### src/rtl/pipe_stage_reg.sv
// Elastic {instr, pc} pipeline register with valid/ready handshake,
// 2-entry skid buffer (registered in_ready) and synchronous bubble flush.
// Ports: clk, reset (async, active-high), flush,
//   in_valid/in_ready/in_instr/in_pc (upstream),
//   out_valid/out_ready/out_instr/out_pc (downstream),
//   stall_cnt (stalled-cycle counter).
// Optional feature macro PIPE_STALL_CNT_EN enables stall_cnt;
// without it stall_cnt is tied to zero.
module pipe_stage_reg #(
  parameter int            IW        = 32,
  parameter int            AW        = 32,
  parameter logic [IW-1:0] NOP_INSTR = '0,
  parameter logic [AW-1:0] RESET_PC  = '0
) (
  input  logic          clk,
  input  logic          reset,
  input  logic          flush,
  input  logic          in_valid,
  output logic          in_ready,
  input  logic [IW-1:0] in_instr,
  input  logic [AW-1:0] in_pc,
  output logic          out_valid,
  input  logic          out_ready,
  output logic [IW-1:0] out_instr,
  output logic [AW-1:0] out_pc,
  output logic [31:0]   stall_cnt
);

  typedef enum logic [1:0] {
    EMPTY = 2'd0,
    FULL  = 2'd1,
    SKID  = 2'd2
  } state_e;

  state_e        state_q, state_d;
  logic          rdy_q, rdy_d;
  logic [IW-1:0] m_instr_q, m_instr_d;
  logic [AW-1:0] m_pc_q, m_pc_d;
  logic [IW-1:0] s_instr_q, s_instr_d;
  logic [AW-1:0] s_pc_q, s_pc_d;
  logic          accept, consume;

  assign accept  = in_valid && rdy_q;
  assign consume = (state_q != EMPTY) && out_ready;

  always_comb begin
    state_d   = state_q;
    m_instr_d = m_instr_q;
    m_pc_d    = m_pc_q;
    s_instr_d = s_instr_q;
    s_pc_d    = s_pc_q;
    if (flush) begin
      state_d   = EMPTY;
      m_instr_d = NOP_INSTR;
      m_pc_d    = RESET_PC;
      s_instr_d = NOP_INSTR;
      s_pc_d    = RESET_PC;
    end else begin
      unique case (state_q)
        EMPTY: begin
          if (accept) begin
            state_d   = FULL;
            m_instr_d = in_instr;
            m_pc_d    = in_pc;
          end
        end
        FULL: begin
          if (accept && consume) begin
            m_instr_d = in_instr;
            m_pc_d    = in_pc;
          end else if (accept) begin
            state_d   = SKID;
            s_instr_d = in_instr;
            s_pc_d    = in_pc;
          end else if (consume) begin
            state_d   = EMPTY;
            m_instr_d = NOP_INSTR;
            m_pc_d    = RESET_PC;
          end
        end
        SKID: begin
          // in_ready is low here, so no accept can coincide.
          if (consume) begin
            state_d   = FULL;
            m_instr_d = s_instr_q;
            m_pc_d    = s_pc_q;
            s_instr_d = NOP_INSTR;
            s_pc_d    = RESET_PC;
          end
        end
        default: begin
          state_d   = EMPTY;
          m_instr_d = NOP_INSTR;
          m_pc_d    = RESET_PC;
          s_instr_d = NOP_INSTR;
          s_pc_d    = RESET_PC;
        end
      endcase
    end
    // Ready is a flop computed from the next state only.
    rdy_d = (state_d != SKID);
  end

  always_ff @(posedge clk or posedge reset) begin
    if (reset) begin
      state_q   <= EMPTY;
      rdy_q     <= 1'b1;
      m_instr_q <= NOP_INSTR;
      m_pc_q    <= RESET_PC;
      s_instr_q <= NOP_INSTR;
      s_pc_q    <= RESET_PC;
    end else begin
      state_q   <= state_d;
      rdy_q     <= rdy_d;
      m_instr_q <= m_instr_d;
      m_pc_q    <= m_pc_d;
      s_instr_q <= s_instr_d;
      s_pc_q    <= s_pc_d;
    end
  end

  // M is bubbled whenever the stage is empty, so it drives out_* directly.
  assign in_ready  = rdy_q;
  assign out_valid = (state_q != EMPTY);
  assign out_instr = m_instr_q;
  assign out_pc    = m_pc_q;

`ifdef PIPE_STALL_CNT_EN
  logic [31:0] stall_q, stall_d;

  always_comb begin
    stall_d = stall_q;
    if (out_valid && !out_ready && (stall_q != 32'hFFFF_FFFF))
      stall_d = stall_q + 32'd1;
  end

  // Flush does not clear the counter.
  always_ff @(posedge clk or posedge reset) begin
    if (reset) stall_q <= 32'd0;
    else       stall_q <= stall_d;
  end

  assign stall_cnt = stall_q;
`else
  assign stall_cnt = 32'd0;
`endif

endmodule
### config.mk
export PLATFORM = sky130hd
export DESIGN_NAME = pipe_stage_reg
export DESIGN_NICKNAME = d
export VERILOG_FILES = /design/src/rtl/pipe_stage_reg.sv
export SDC_FILE = /design/constraint.sdc
export NUM_CORES = 1
export LEC_CHECK = 0
export CAP_MARGIN = 25
export CORE_MARGIN = 4
export CORE_UTILIZATION = 38
export CTS_BUF_LIST = sky130_fd_sc_hd__clkbuf_2 sky130_fd_sc_hd__clkbuf_4 sky130_fd_sc_hd__clkbuf_8
export DETAILED_ROUTE_END_ITERATION = 10
export MAX_ROUTING_LAYER = met4
export SETUP_SLACK_MARGIN = 0.3
export SYNTH_ARGS = -nofsm -noshare
export SYNTH_HDL_FRONTEND = slang
export SYNTH_SLANG_ARGS = --single-unit
### constraint.sdc
create_clock -name clk -period 6.9 [get_ports clk]
set_input_delay 1.725 -clock clk [delete_from_list [all_inputs] [get_ports clk]]
set_output_delay 1.725 -clock clk [all_outputs]
set_load 0.03 [all_outputs]
==> Yosys cells after proc, flatten, opt, wreduce, memory -nomap -nowiden <==
Cells that the tools add are included.
{ "op_classes": {"n_eq_ne": 10, "mux": 25, "n_reduce_logical": 7} }
{ "op_table": {"columns": ["op", "count"], "rows": [
  ["two-way mux 32 bit", 14],
  ["case mux 32 bit (3 select lines)", 4],
  ["two-way mux 2 bit", 6],
  ["inequality test 3 bit (second input constant)", 4],
  ["inequality test 4 bit (second input constant)", 2],
  ["AND reduction 4 bit", 2],
  ["case mux 2 bit (3 select lines)", 1],
  ["inequality test 2 bit (second input constant)", 2],
  ["logical AND 1 bit", 3],
  ["equality test 2 x 1 -> 1 bit (second input constant)", 1],
  ["equality test 2 bit (second input constant)", 1],
  ["zero test 2 bit", 1],
  ["nonzero test 2 bit", 1]
]} }
{ "word_totals": {"register_bits": 131, "in_bits": 69, "word_cells": 48} }

==> Logic depth before layout (Yosys ltp) <==
Gate-level depths: netlist of the first run.
{ "logic_depth": {"word_depth": 8, "mapped_depth": 7, "mapped_depth_nobuf": 4} }

==> Worst setup path before layout of the first run <==
OpenSTA, ideal clock, no wires.
{ "synth_timing": {"kind": "input-to-reg", "startpoint": "in in_valid", "endpoint": "reg m_instr_q[0], in the netlist out_instr[0]", "setup_ns": 0.121, "arrival_ns": 2.606, "required_ns": 6.779, "setup_slack_ns": 4.173, "stages": 6, "path_buffers": 2, "cell_sequence": "and4b_1 -> and2_1 -> buf_6 -> buf_6 -> o2bb2ai_1 -> a22o_1"} }
{ "synth_between": {"elab_chain_len": 5, "word_cells_on_any_way": 9} }
{ "synth_lines": {"columns": ["item", "line", "rtl"], "rows": [
  ["from (decl)", "18", "input logic in_valid,"],
  ["logical AND 1 bit *", "43", "assign accept = in_valid && rdy_q;"],
  ["logical AND 1 bit", "68", "if (accept && consume) begin"],
  ["two-way mux 32 bit", "68", null],
  ["case mux 32 bit (3 select lines)", "59", "unique case (state_q)"],
  ["two-way mux 32 bit", "52", "if (flush) begin"],
  ["to (signal assigned)", "115", "m_instr_q <= m_instr_d;"],
  ["to (decl)", "37", "logic [IW-1:0] m_instr_q, m_instr_d;"]
]} }
Every way passes the cells marked *; elsewhere a longest branch is shown, timed or not.
A chain may end at the register's enable or synchronous reset.

==> Final worst setup path of the first run <==
{ "layout_timing": {"startpoint": "in in_valid", "endpoint": "reg m_pc_q[20], in the netlist out_pc[20]"} }
{ "layout_between": {"elab_chain_len": 5, "word_cells_on_any_way": 9} }
{ "layout_lines": {"columns": ["item", "line", "rtl"], "rows": [
  ["logical AND 1 bit *", "43", null],
  ["logical AND 1 bit", "68", null],
  ["two-way mux 32 bit", "68", null],
  ["case mux 32 bit (3 select lines)", "59", null],
  ["two-way mux 32 bit", "52", null],
  ["to (signal assigned)", "116", "m_pc_q <= m_pc_d;"],
  ["to (decl)", "38", "logic [AW-1:0] m_pc_q, m_pc_d;"]
]} }
Marks and branches as above.

==> results.ini, run 1 <==
[clock_network]
cts.htree.levels = 4
postCtsHoldBufs = 0
clk-insertion-delay-late_ns = 0.45
cts_buffers = 17
root_buffer = clkbuf_8
cts_tree = done
clockBufferDepth = 2
cts_resized = 0
clock-sinks = 131
post_cts_buffers = 0
clk_pin_slew_worst_paths_ns = 0.07

[synthesis]
synth_seq_cells = 131
synth-seq-area-share_pct = 49.2
yosys-top-cells-count = 130 x dfrtp_1, 65 x nand2_1
avgSynthCellArea_um2 = 10.5
synth_edf_count = 0
yosys.area.top_type = dfrtp_1
synth_warnings = 0
synth_top_area_share_pct = 48.8
ys.flop_type = dfrtp_1
ys_types = 29
synth.area.top_cells = dfrtp_1 49%, mux2i_1 9.6%, a22o_1 8.4%
syn_area_um2 = 6670
synthArstFlopShare_pct = 100
yosysMostFrequentCell = dfrtp_1
synth_cells = 636

[worst_setup_path]
critPathCapture = out_pc[20]$_DFFE_PP0P_
cp.arrival_ns = 3.97
crit_start = in_valid
path_max_fanout = 34
worstSetupStartpointType = input pin
required_ns = 7.28
r2r-start = state_q[0]$_DFF_PP0_
r2r-end = out_pc[20]$_DFFE_PP0P_
reg2reg_depth = 6
endpoint_kind = flop
worstSetupPathType = in2reg
r2r_slack_ns = 3.99

[power]
powerDensity_nw_per_um2 = 219
vdd_ir_drop_max_mv = 0.119
p_leak_nw = 3.37

[layout]
seq_area_um2 = 3280
multi_input_area_um2 = 2920
drive_above_1_share_pct = 7.21
diodes = 0
area_growth_pct = 25.2
nFillCells = 1574
layout.nets = 805

[detailed_routing]
first_pass_iters = 5
ant_nets = 0
wl_mm = 17.7
route.detailed.drc = 0
drt_iter0_drc = 337
wl_per_cell_um = 18.2
vias = 5330
avgViaCountPerCell = 5.47

[sta]
finalSetupViolCount = 0
final_hold_viol_count = 0
tightest_slew_ns = 0.844
finalWorstSetupSlack_ns = 3.31
final.setup_skew_ns = 0.0120
drv_slew = 0
timing.fmax_ghz = 0.279
min_period_ns = 3.59
tns_ns = 0
rsz0062_at_grt = no
fin_crit_sh_pct = 52.0
relSlewSlack_pct = 43.8

[die]
top_level_ports = 167
start_util_pct = 38.7
fp.dieW_um = 140
die-area_um2 = 19700
die_h_um = 140
coreArea_um2 = 17200
rows = 48

[global_routing]
antenna_found_initial = 0
track_usage_pct = 18.6
gr-total-overflow = 0
grt_pass1_wl_mm = 28.8
grt_max_degree = 83
grt_pass1_vias = 5320

[worst_hold_path]
hold_class = reg2reg

[job]
drv_cap = 0

[outcome]
status = complete, no violations

[placed_design]
dp_hpwl_mm = 10.9
place_ws_ns = 2.87
numPortBuffers = 134
gp_congestion = 0.731

## worst min-delay path by stage
stage / cells after the start / start / endpoint
floorplan: 2 / s_pc_q[12]$_DFFE_PP0P_ / s_pc_q[12]$_DFFE_PP0P_
global route: 1 / out_pc[8]$_DFFE_PP0P_ / out_pc[8]$_DFFE_PP0P_
finish: 1 / out_pc[8]$_DFFE_PP0P_ / out_pc[8]$_DFFE_PP0P_
CTS: 1 / out_pc[13]$_DFFE_PP0P_ / out_pc[13]$_DFFE_PP0P_
global placement: 1 / out_pc[13]$_DFFE_PP0P_ / out_pc[13]$_DFFE_PP0P_
detailed placement: 1 / out_instr[22]$_DFFE_PP0P_ / out_instr[22]$_DFFE_PP0P_
## area by class of cell
| type | instances | share of cell area [%] |
|---|---|---|
| clock buffer | 21 | 3.24 |
| multi-input combinational | 436 | 34.9 |
| tap | 225 | 3.37 |
| timing repair buffer | 146 | 17.9 |
| clock inverter | 11 | 1.05 |
| sequential | 131 | 39.3 |
| inverter | 4 | 0.210 |
## power by group
part / leakage (nW) / switching (mW) / internal, mW / total, mW
Combinational: 1.40 / 0.244 / 0.150 / 0.394
Sequential: 1.79 / 0.0237 / 0.806 / 0.830
Clock: 0.185 / 0.300 / 0.301 / 0.600
Total: 3.37 / 0.568 / 1.26 / 1.82
## kinds of logic after synthesis
family                 synth area share [%]
XOR/XNOR                              0.131
buffers and inverters                  9.17
other                                0.0562
AO/OA/AOI/OAI                          22.4
flip-flops                             49.2
multiplexers                           9.61
AND/OR/NAND/NOR                        9.49
## metal layers
layer  vias up  GRT usage (%)  routed length (µm)
met2       188           28.7                8300
met1      2652           24.5                8150
met3        14           4.92                1100
li1       2476              -                   -
met5         -              -                   0
met4         0           4.84                 143
## sequential cells by signal (all words and copies together) (netlist names)
| signal | count |
|---|---|
| s_instr_q | 32 |
| in_ready | 1 |
| out_instr | 32 |
| out_pc | 32 |
| state_q | 2 |
| s_pc_q | 32 |
## critical path, stage by stage
cell and delay [ns]:
clkdlybuf4s50_1 0.53, and4b_1 0.24, and2_2 0.65, buf_4 0.48, o2bb2ai_1 0.17, a22o_1 0.15
## placed cells by master (no fill, tap or decap), drive strengths merged, types with 2 or more instances in the layout
cell and count:
a22o 64, and3b 2, buf 12, clkbuf 21, clkdlybuf4s50 134, clkinv 7, clkinvlp 3, conb 32
dfrtp 130, inv 4, mux2i 64, nand2 65, nand3 64, nor2 5, o21ai 66, o2bb2ai 64
## per-stage QoR
step / cells / utilization (%) / hold WS, ns / power [mW] / instance area [µm²]
floorplan: 667 / - / 0.493 / 1.09 / 6790
global placement: 939 / 45.9 / 0.489 / 1.23 / 7910
detailed placement: 941 / 46.2 / 0.490 / 1.24 / 7960
CTS: 973 / 48.3 / 0.511 / 1.85 / 8320
global route: 974 / 48.4 / 0.516 / 1.91 / 8350
finish: 974 / 48.4 / 0.503 / 1.82 / 8350
Note: power is estimated with default switching activity, not from simulation.
==> inputs of run 2 (changes only) <==
==> constraint.sdc (replaced) <==
create_clock -name clk -period 3.5 [get_ports clk]
set_input_delay 0.875 -clock clk [delete_from_list [all_inputs] [get_ports clk]]
set_output_delay 0.875 -clock clk [all_outputs]
set_load 0.03 [all_outputs]
==> results.ini, run 2 (synthesis gave the netlist of run 1 again) <==
[detailed_routing]
wl_mm = 17.7
ant_nets = 0
avgViaCountPerCell = 5.47
vias = 5374
wl_per_cell_um = 18.0
first_pass_iters = 5
route.detailed.drc = 0
drt_iter0_drc = 396

[global_routing]
gr-total-overflow = 0
grt_max_degree = 76
track_usage_pct = 18.7
grt_pass1_wl_mm = 29.0
antenna_found_initial = 1
grt_pass1_vias = 5543

[sta]
fin_crit_sh_pct = 78.0
finalSetupViolCount = 0
final_hold_viol_count = 0
drv_slew = 0
rsz0062_at_grt = no
whs_ns = 0.508
relSlewSlack_pct = 46.5
min_period_ns = 2.73
finalWorstSetupSlack_ns = 0.771
tightest_slew_ns = 0.802
timing.fmax_ghz = 0.366
tns_ns = 0
final.setup_skew_ns = 0.00771

[placed_design]
place_ws_ns = 0.570
gp_congestion = 0.775
numPortBuffers = 134
dp_hpwl_mm = 11.6
post_dp_cell_area_um2 = 8020

[worst_setup_path]
r2r_slack_ns = 0.95
cp.arrival_ns = 1.85
required_ns = 2.62
worstSetupStartpointType = flop
endpoint_kind = output pin
reg2reg_depth = 5
r2r-start = state_q[0]$_DFF_PP0_
r2r-end = out_instr[26]$_DFFE_PP0P_
worstSetupPathType = reg2out
path_max_fanout = 3

[layout]
area_growth_pct = 25.7
final_area_um2 = 8390
finish.utilization_pct = 48.6
drive_above_1_share_pct = 8.19
final_cell_mix = 134 x clkdlybuf4s50_1, 128 x dfrtp_1, 65 x nand2_1
layout.nets = 813
final_common_cell = clkdlybuf4s50_1

[die]
die-area_um2 = 19700
fp.dieW_um = 140
start_util_pct = 38.7
coreArea_um2 = 17200
rows = 48
die_h_um = 140
top_level_ports = 167

[power]
powerDensity_nw_per_um2 = 432
p_leak_nw = 3.38
vdd_ir_drop_max_mv = 0.229

[worst_hold_path]
hold_path_end = out_pc[24]$_DFFE_PP0P_
hold_class = reg2reg
worstHoldPathCells = 1
holdCritStartpoint = out_pc[24]$_DFFE_PP0P_

[clock_network]
clockBufferDepth = 2
post_cts_buffers = 0
cts.htree.levels = 4
cts_buffers = 17
cts_resized = 0
clk_pin_slew_worst_paths_ns = 0.08
cts_tree = done
clk-insertion-delay-late_ns = 0.45
clock-sinks = 131
root_buffer = clkbuf_8
postCtsHoldBufs = 0

[job]
drv_cap = 0

[outcome]
status = complete, no violations

-- run 2: power by group --
group | switching, mW | internal, mW | total, mW
Clock | 0.631 | 0.582 | 1.21
Sequential | 0.0448 | 1.59 | 1.63
Combinational | 0.479 | 0.300 | 0.778
-- run 2: worst max path at each step --
stage | depth (start not counted) | slack (ns) | start | end
finish | 3 | 0.77 | state_q[1]$_DFF_PP0_ | out_valid
global route | 3 | 0.69 | state_q[1]$_DFF_PP0_ | out_valid
CTS | 3 | 0.75 | state_q[1]$_DFF_PP0_ | out_valid
detailed placement | 6 | 0.57 | out_ready | s_instr_q[24]$_DFFE_PP0P_
global placement | 5 | 0.65 | flush | out_instr[25]$_DFFE_PP0P_
floorplan | 1 | 1.00 | reset | out_instr[0]$_DFFE_PP0P_
-- run 2: metal layers --
layer,share of wire (%),track usage [%]
met1,46,24.5
met2,47,29.3
met3,6.4,4.44
met4,1.0,5.25
met5,0,-
-- run 2: cell type report --
type | instances | area, µm²
tap | 225 | 282
multi-input combinational | 436 | 2920
clock inverter | 13 | 111
fill | 1555 | 8850
antenna | 1 | 2.50
timing repair buffer | 154 | 1520
sequential | 131 | 3280
clock buffer | 19 | 255
inverter | 4 | 18.8
-- run 2: per-stage QoR --
stage               total power, mW  cells
floorplan                      2.16    667
global placement               2.43    950
detailed placement             2.44    950
CTS                            3.67    982
global route                   3.79    983
finish                         3.62    983
-- run 2: worst max-delay path, cell delays in order (launching register included) --
cell and delay [ns]:
dfrtp_4 0.48, nor2_1 0.23, inv_1 0.10, clkdlybuf4s50_1 0.60
==> inputs of run 3 (changes only) <==
--- a/config.mk
+++ b/config.mk
@@ -11,6 +11,7 @@
 export CTS_BUF_LIST = sky130_fd_sc_hd__clkbuf_2 sky130_fd_sc_hd__clkbuf_4 sky130_fd_sc_hd__clkbuf_8
 export DETAILED_ROUTE_END_ITERATION = 10
 export MAX_ROUTING_LAYER = met4
+export PLACE_DENSITY = 0.67
 export SETUP_SLACK_MARGIN = 0.3
 export SYNTH_ARGS = -nofsm -noshare
 export SYNTH_HDL_FRONTEND = slang
==> constraint.sdc (replaced) <==
create_clock -name clk -period 2.44 [get_ports clk]
set_input_delay 0.61 -clock clk [delete_from_list [all_inputs] [get_ports clk]]
set_output_delay 0.61 -clock clk [all_outputs]
set_load 0.03 [all_outputs]
==> results.ini, run 3 (synthesis gave the netlist of run 1 again) <==
[outcome]
status = complete, no violations

[worst_setup_path]
reg2reg_depth = 5
cp_top_family = buffers and inverters
endpoint_kind = output pin
cp.arrival_ns = 1.49
cp.depth = 1
worstSetupStartpointType = flop
critPathSlowestCell = clkdlybuf4s50_1
path_cells = clkdlybuf4s50_1
r2r_slack_ns = 0.48
max_stage_delay_ns = 0.68
worstSetupPathType = reg2out
crit_buf_inv = 1
path_max_fanout = 2
required_ns = 1.83

[die]
die-area_um2 = 19700
start_util_pct = 38.7
coreArea_um2 = 17200
die_h_um = 140
top_level_ports = 167
fp.dieW_um = 140
rows = 48

[clock_network]
clock-sinks = 131
postCtsHoldBufs = 0
clockBufferDepth = 2
cts_tree = done
clk-insertion-delay-late_ns = 0.45
cts.htree.levels = 4
root_buffer = clkbuf_8
cts_buffers = 17
post_cts_buffers = 0
clk_pin_slew_worst_paths_ns = 0.07

[sta]
tns_ns = 0
min_period_ns = 2.10
final_hold_viol_count = 0
finalSetupViolCount = 0
drv_slew = 0
relSlewSlack_pct = 51.8
rsz0062_at_grt = no
tightest_slew_ns = 0.722
timing.fmax_ghz = 0.477
fin_crit_sh_pct = 85.9
final.setup_skew_ns = 0.0129

[global_routing]
grt_max_degree = 129
track_usage_pct = 18.2
gr-total-overflow = 0
antenna_found_initial = 0
grt_pass1_wl_mm = 28.2
grt_pass1_vias = 5363

[detailed_routing]
wl_mm = 17.3
ant_nets = 0
route.detailed.drc = 0
wl_per_cell_um = 17.7
drt_iter0_drc = 336
first_pass_iters = 4
vias = 5383
avgViaCountPerCell = 5.52

[layout]
final_area_um2 = 8490
diodes = 0
area_growth_pct = 27.3
final_cell_mix = 128 x dfrtp_1, 79 x clkdlybuf4s50_1, 65 x nand2_1
final_common_cell = dfrtp_1
layout.nets = 807
drive_above_1_share_pct = 7.60
finish.utilization_pct = 49.3
nFillCells = 1557

[worst_hold_path]
worstHoldPathCells = 1
hold_class = reg2reg

[power]
vdd_ir_drop_max_mv = 0.319
p_leak_nw = 4.03
powerDensity_nw_per_um2 = 617

[placed_design]
post_dp_cell_area_um2 = 8060
dp_hpwl_mm = 10.6
numPortBuffers = 134
gp_congestion = 0.833

[job]
drv_cap = 0

run 3: changes by cell type in the layout (fill, tap and decap cells not counted), moves of 7 or more:
| cell | delta |
|---|---|
| clkinvlp_4 | -7 |
| clkdlybuf4s50_1 | -55 |
| buf_4 | -13 |
| dlygate4sd2_1 | +22 |
| buf_12 | +7 |
| dlymetal6s2s_1 | +32 |
run 3: final cells by class:
cell class	instances	area (µm²)	share of cell area, %
Tap cell	225	282	3.32
Inverter	4	18.8	0.221
Sequential cell	131	3280	38.7
Clock buffer	26	333	3.92
Clock inverter	5	50.0	0.589
Multi-Input combinational cell	436	2920	34.4
Timing Repair Buffer	148	1610	18.9
run 3: timing repair:
item                                   4_1_cts  5_1_grt
endpoints found under the hold margin        0        0
setup endpoints to repair                   23       33
resized for setup                           23       35
run 3: worst reg2reg max path: cells and delay by family, from the launching register on:
kind                      cells  cell delay (ns)
AOI/OAI and AO/OA             2             0.30
buffers and inverters         1             0.26
xor gates and xnor gates      1             0.23
and+or+nand+nor               1             0.58
DFF                           1             0.53
run 3: final timing paths:
| check | startpoint | end |
|---|---|---|
| setup reg to reg | state_q[1]$_DFF_PP0_ | out_pc[7]$_DFFE_PP0P_ |
| setup / recovery | out_instr[15]$_DFFE_PP0P_ | out_instr[15] |
| max in group asynchronous | reset | s_instr_q[24]$_DFFE_PP0P_ |
| hold / removal | out_pc[15]$_DFFE_PP0P_ | out_pc[15]$_DFFE_PP0P_ |
| hold reg to reg | out_pc[15]$_DFFE_PP0P_ | out_pc[15]$_DFFE_PP0P_ |
| min in group asynchronous | reset | out_pc[22]$_DFFE_PP0P_ |
run 3: metal layers:
metal | track usage (%) | up-vias | wire [µm]
li1 | - | 2480 | -
met1 | 24.8 | 2691 | 7950
met2 | 26.4 | 193 | 7960
met3 | 4.71 | 19 | 1120
met4 | 6.02 | 0 | 233
met5 | - | - | 0
run 3: report_power, final:
group,internal (mW),total (mW),switching [mW]
registers,2.28,2.35,0.0680
logic,0.415,1.10,0.687
clock network,0.975,1.79,0.817
run 3: through the flow:
step / worst slack [ns] / hold WS, ns / total power [mW] / std cells
5_1_grt: 0.301 / 0.522 / 5.48 / 975
3_5_place_dp: 0.0601 / 0.492 / 3.53 / 944
6_report: 0.343 / 0.503 / 5.24 / 975
3_3_place_gp: 0.147 / 0.492 / 3.50 / 944
4_1_cts: 0.165 / 0.508 / 5.30 / 975
2_1_floorplan: 0.208 / 0.493 / 3.09 / 667
